## src/rtl/regfile_mp.sv

```systemverilog
// regfile_mp: multi-port register file with post-reset clear sequencer and busy scoreboard
module regfile_mp #(
  parameter int XLEN = 32,
  parameter int NREGS = 32,
  parameter int NRD = 2,
  parameter int NWR = 1,
  parameter int ZERO_REG = 1,
  parameter int BYPASS = 1,
  localparam int AW = $clog2(NREGS)
) (
  input  logic                clk,
  input  logic                rst_n,
  output logic                ready,
  input  logic [NRD*AW-1:0]   rd_addr,
  output logic [NRD*XLEN-1:0] rd_data,
  output logic [NRD-1:0]      rd_busy,
  input  logic [NWR-1:0]      wr_en,
  input  logic [NWR*AW-1:0]   wr_addr,
  input  logic [NWR*XLEN-1:0] wr_data,
  input  logic                rsv_en,
  input  logic [AW-1:0]       rsv_addr
);
  localparam logic CLEAR = 1'b0;
  localparam logic RUN = 1'b1;
  logic             state;
  logic [AW-1:0]    clr_idx;
  logic [XLEN-1:0]  mem [NREGS];
  logic [NREGS-1:0] busy;
  assign ready = state == RUN;
  always_ff @(posedge clk or negedge rst_n)
    if (!rst_n) begin
      state <= CLEAR;
      clr_idx <= '0;
    end else if (state == CLEAR) begin
      clr_idx <= clr_idx + AW'(1);
      if (clr_idx == AW'(NREGS - 1)) state <= RUN;
    end
  // later ports overwrite earlier ones, so the highest-index port wins a collision
  always_ff @(posedge clk)
    if (!ready) mem[clr_idx] <= '0;
    else
      for (int j = 0; j < NWR; j++)
        if (wr_en[j] && !(ZERO_REG != 0 && wr_addr[j*AW +: AW] == '0))
          mem[wr_addr[j*AW +: AW]] <= wr_data[j*XLEN +: XLEN];
  // reserve is applied after the write-clears so a new producer keeps the register busy
  always_ff @(posedge clk or negedge rst_n)
    if (!rst_n) busy <= '0;
    else if (ready) begin
      for (int j = 0; j < NWR; j++)
        if (wr_en[j]) busy[wr_addr[j*AW +: AW]] <= 1'b0;
      if (rsv_en && !(ZERO_REG != 0 && rsv_addr == '0)) busy[rsv_addr] <= 1'b1;
    end
  always_comb begin
    rd_data = '0;
    rd_busy = '0;
    for (int i = 0; i < NRD; i++)
      if (ready && !(ZERO_REG != 0 && rd_addr[i*AW +: AW] == '0)) begin
        rd_busy[i] = busy[rd_addr[i*AW +: AW]];
        rd_data[i*XLEN +: XLEN] = mem[rd_addr[i*AW +: AW]];
        for (int j = 0; j < NWR; j++)
          if (BYPASS != 0 && wr_en[j] && wr_addr[j*AW +: AW] == rd_addr[i*AW +: AW])
            rd_data[i*XLEN +: XLEN] = wr_data[j*XLEN +: XLEN];
      end
  end
endmodule

```

## config.mk

```make
export PLATFORM = sky130hd
export DESIGN_NAME = regfile_mp
export DESIGN_NICKNAME = d
export VERILOG_FILES = /design/src/rtl/regfile_mp.sv
export SDC_FILE = /design/constraint.sdc
export NUM_CORES = 1
export LEC_CHECK = 0
export ABC_CLOCK_PERIOD_IN_PS = 3250
export CAP_MARGIN = 15
export CORE_MARGIN = 1.5
export CORE_UTILIZATION = 40
export CTS_CLUSTER_DIAMETER = 150
export DETAILED_ROUTE_END_ITERATION = 7
export SETUP_SLACK_MARGIN = 0.3
export SLEW_MARGIN = 20
export SYNTH_ARGS = -nofsm -noshare
export SYNTH_HDL_FRONTEND = slang
export SYNTH_SLANG_ARGS = --single-unit
```

## constraint.sdc

```tcl
create_clock -name clk -period 3.25 [get_ports clk]
set_input_delay 0.65 -clock clk [delete_from_list [all_inputs] [get_ports clk]]
set_output_delay 0.65 -clock clk [all_outputs]
set_load 0.01 [all_outputs]
```

======== After elaboration in Yosys (flattened, before gate mapping) ========
Memories as Yosys holds them, arrays and structs flattened.
Index checks and enable logic that the tools add are counted.
word-level totals
  bits in registers ....................... 38
  memory bits (writable) .................. 1,024
  input port bits ......................... 56
  output and inout port bits .............. 67
  logic and storage cells ................. 60
  memories kept ........................... 1
operators by class
  $add $sub $neg .......................... 1
  magnitude comparators ................... 6
  eq/ne operators ......................... 3
  multiplexer cells ....................... 26
  bitwise operators ....................... 3
  reductions and logical operators ........ 17
memories
  memory  depth  width  read ports  clocked after memory_dff  wr ports  line  RTL
  mem     32     32     2           0                         1         27    logic [XLEN-1:0] mem [NREGS];
operator list
  operator                                             count
  two-way mux 32 bit                                   8
  AND 32 bit                                           1
  NOT 32 bit                                           1
  bitwise OR 32 bit                                    1
  OR reduction 32 bit                                  1
  < comparator 5 x 6 -> 1 bit, second input constant   4
  zero test 5 bit                                      4
  two-way mux 1 bit                                    13
  binary-select mux 1 bit (select 5 bit)               2
  demux 1 bit (select 5 bit)                           2
  == test 5 bit                                        2
  >= comparator 5 x 1 -> 1 bit, second input constant  2
  logical AND 1 bit                                    8
  adder 5 x 1 -> 5 bit, second input constant          1
  == test 5 bit, second input constant                 1
  two-way mux 5 bit                                    1
  zero test 1 bit                                      4

======== Logic depth before layout (Yosys ltp) ========
  word-level depth ........................ 10
  depth in mapped cells ................... 10
  gate-level depth less buffers ........... 6

======== Worst setup path after synthesis ========
OpenSTA, ideal clock, no wires.
  path type ............................... input-to-reg
  from .................................... input port wr_addr[0]
  to ...................................... memory mem[4][0] (enable)
  data arrival time ....................... 3.229 ns
  required time ........................... 2.829 ns
  setup slack ............................. -0.400 ns
  cell stages on the path ................. 7
  path buffers ............................ 3
  cell sequence ........................... clkbuf_1 -> nor2_1 -> a21oi_1 -> buf_2 -> clkbuf_1 -> a31oi_1 -> nor2_1
between the ends
  cells in the longest elaborated chain, start to end .. 8
  elaborated cells between the ends (all ways) .. 9
  those cells by class .................... mux (5); reduce/logical (4)
RTL lines
  item                                                              line  RTL
  from (decl)                                                       18    input logic [NWR*AW-1:0] wr_addr,
  zero test 5 bit                                                   43    if (wr_en[j] && !(ZERO_REG != 0 && wr_addr[j*AW +: AW] == '0))
  zero test 1 bit                                                   43
  logical AND 1 bit                                                 43
  two-way mux 1 bit                                                 43
  two-way mux 1 bit                                                 40    if (!ready) mem[clr_idx] <= '0;
  two-way mux 1 bit (not written as such)                           44    mem[wr_addr[j*AW +: AW]] <= wr_data[j*XLEN +: XLEN];
  OR reduction 32 bit (no line)                                     -
  two-way mux 5 bit (no line) or two-way mux 1 bit (tied branches)  -
  to (decl)                                                         27
Parallel ways exist; a longest one is shown, timed or not.

======== Final worst setup path ========
  from .................................... input port rd_addr[0]
  to ...................................... output port rd_data[24]
between the ends
  cells in the longest elaborated chain, start to end .. 4
  elaborated cells between the ends (all ways) .. 8
  those cells by class .................... eq/ne (1); mux (2); reduce/logical (4); memory (1)
RTL lines
  item                                                                               line  RTL
  from (decl)                                                                        14    input logic [NRD*AW-1:0] rd_addr,
  parallel branches: the longest is 3 deep, another holds memory read (32 x 32 bit)  -
  two-way mux 32 bit (*)                                                             57    if (ready && !(ZERO_REG != 0 && rd_addr[i*AW +: AW] == '0)) begin
  to (decl)                                                                          15    output logic [NRD*XLEN-1:0] rd_data,
Mark *: on every way between the ends.

==> metrics.txt <==
status=finished, violations left; failing checks=negative setup slack; WL/cell=34.9 um; initial antenna violation count=2; pin count of the biggest net entering global routing=45; dpl cells=4801; fin. max-slew vios=0; post-synthesis cell area=51000 um^2; top cell type's share of synthesized area=60.3%; Port Buffers=122; final setup fails=58; final hold viol count=0; Post-synth EDFFs=1024; fill count=9616; Worst-Margin Slew=1.02 ns; Net count, final=3545; required time worst endpoint=2.60 ns; antenna cells=0; crit start category=input pin; Synth Area per Inst=17.9 um^2; worst skew pair latency=0.71 ns; power density cells=474 nW/um^2; initial core utilization=40.5%; final setup margin=-0.279 ns; Cells after Synth=2844; DRT iter0 DRCs=4699; num ports=123; Area Growth Syn to Fin=32.4%; Residual DRC=0; setup slack at placement=-1.26 ns; leakage=24.8 nW; DR vias/cell=6.48; fin crit share=109%; Antenna Nets Post-Route=0; post-synth cell types=59; sequential cell area=31700 um^2; commonest non-fill, non-tap cell in the layout=edfxtp_1; CTS tree=built; Critical Path Sink Type=primary output; FP Rows=130; Initial DRT Pass Iterations=6; cells on worst reg2reg path=8; DRT Wirelength=182000 um; r2r setup slk=0.35 ns; clock slew at reported path FFs=0.06 ns; cell area after layout=67500 um^2; detailed placement HPWL=111000 um; Worst Path Max Fanout=7; Setup CP Type=in2out; Post-synth top flop=edfxtp_1; commonest non-fill, non-tap cells in the layout=edfxtp_1, mux4_2, buf_4, mux2i_1, buf_12; Tot GR Track Use=27.7%; first-pass GRT wire length=257000 um; via count=33860; worst hold path class=in2async; DP Area=58600 um^2; RSZ-0062 raised after global routing=true; sum of negative setup slack=-7.31 ns; gpl congestion=0.891; H-tree levels=3; r2r startpoint=ready; Final Non-Filler Cells=5223; Yosys top cell by area=edfxtp_1; Tmin final=3.53 ns; Num CTS Buffers=108; maximum clock frequency=283 MHz; maximum VDD drop=0.455 mV; Root Buffer=clkbuf_16; die span in y=360 um; buffer depth of the longest clock path=3; WP data arrival=2.88 ns; r2r endpoint=mem[16][29]; Synth area leaders=edfxtp_1, mux4_2, mux2i_1; Multi-input gate area=20100 um^2; Synth Warn #=0; MaxCap Viol Count=0; post-synthesis sequential area ratio=62.1%; clock sink total=1062; die area=130000 um^2; Yosys reg bits=1062; GRT overflow=0; share of post-route cells with drive strength above 1=48.0%; ys async rst share=3.58%; Chip Width=360 um; Post-Syn Nets=2902; vias in the first global route=34173; Relative slew margins=31.6%; Core ar.=126000 um^2; Final Skew=0.0239 ns
-- how the worst max path moves through the flow --
stage               start           to  slack [ns]  depth (start not counted)
3_5_place_dp   wr_addr[1]  rd_data[52]       -1.26                         10
5_1_grt        rd_addr[0]  rd_data[28]       -0.34                         13
4_1_cts        rd_addr[0]  rd_data[28]       -0.28                         13
3_3_place_gp   wr_addr[1]  rd_data[63]       -1.53                          9
6_report       rd_addr[0]  rd_data[24]       -0.28                         12
2_1_floorplan  wr_addr[0]    mem[7][0]        0.06                          7
-- flip-flops by register name, indices dropped and copies added (netlist names) --
name     flops
mem       1024
busy        32
clr_idx      5
ready        1
-- per-stage QoR --
step / util [%] / hold slack (ns) / total power [W]
2_1_floorplan: - / 0.354 / 0.0172
3_3_place_gp: 46.4 / 0.493 / 0.0187
3_5_place_dp: 46.4 / 0.505 / 0.0188
4_1_cts: 52.4 / 0.0764 / 0.0318
5_1_grt: 53.6 / 0.144 / 0.0328
6_report: 53.6 / 0.0792 / 0.0320
-- logic make-up (layout without fill, tap and decap cells) --
family	Yosys count	after routing	synth area share (%)
AO/OA/AOI/OAI	428	428	5.53
flip-flops	1062	1062	62.1
buffers and inverters	255	983	2.70
XOR/XNOR	13	13	0.223
adder cells (fa/ha/maj)	2	2	0.0490
AND/OR/NAND/NOR	360	361	3.35
multiplexers	724	724	26.0
-- cells in the mapped netlist, types with 29 or more instances --
cell      number
a21oi_1       58
dfrtp_1       38
buf_2         39
buf_6         35
o21ai_0      104
o21ai_1       59
and2_1        33
a221o_1       40
a221oi_1      70
clkbuf_1     116
mux4_2       481
nand2_1       94
mux2i_1      239
a31oi_1       33
buf_4         29
nand3_1       60
edfxtp_1    1024
nor2_1       109
-- power by group --
group | switching, W | internal, W | total (W)
logic | 0.00219 | 0.00199 | 0.00419
clock network | 0.00546 | 0.00721 | 0.0127
registers | 0.0000443 | 0.0151 | 0.0151
-- area by class of cell --
class                      count  area share, %
inverter                      21          0.120
timing repair buffer         766           14.8
clock buffer                 122           4.08
tap                         1650           3.06
multi-input combinational   1528           29.8
sequential                  1062           46.9
clock inverter                74           1.17
-- repair_timing --
action | CTS | global route
hold buffers | 0 | 0
setup endpoints to repair | 66 | 66
endpoints found under the hold margin | 0 | 0
resized for setup | 753 | 158
gates cloned | 34 | 8
pin swaps | 156 | 103
setup buffers | 116 | 68
-- worst max-delay path: stages --
cell and delay, ns:
buf_16 0.12, buf_12 0.14, buf_16 0.14, buf_6 0.12, buf_12 0.13, mux4_2 0.52, mux4_2 0.54, nand2_2 0.12
nand3_4 0.10, o21ai_2 0.08, nor2_1 0.06, buf_2 0.14
-- metal layers --
metal / vias to the layer above / global-route usage (%) / routed length (um)
li1: 13398 / - / -
met1: 17813 / 37.3 / 67900
met2: 2234 / 44.6 / 87100
met3: 413 / 5.34 / 19700
met4: 2 / 10.7 / 7660
met5: - / 0 / 18
Power figures use the tool's default switching activity.
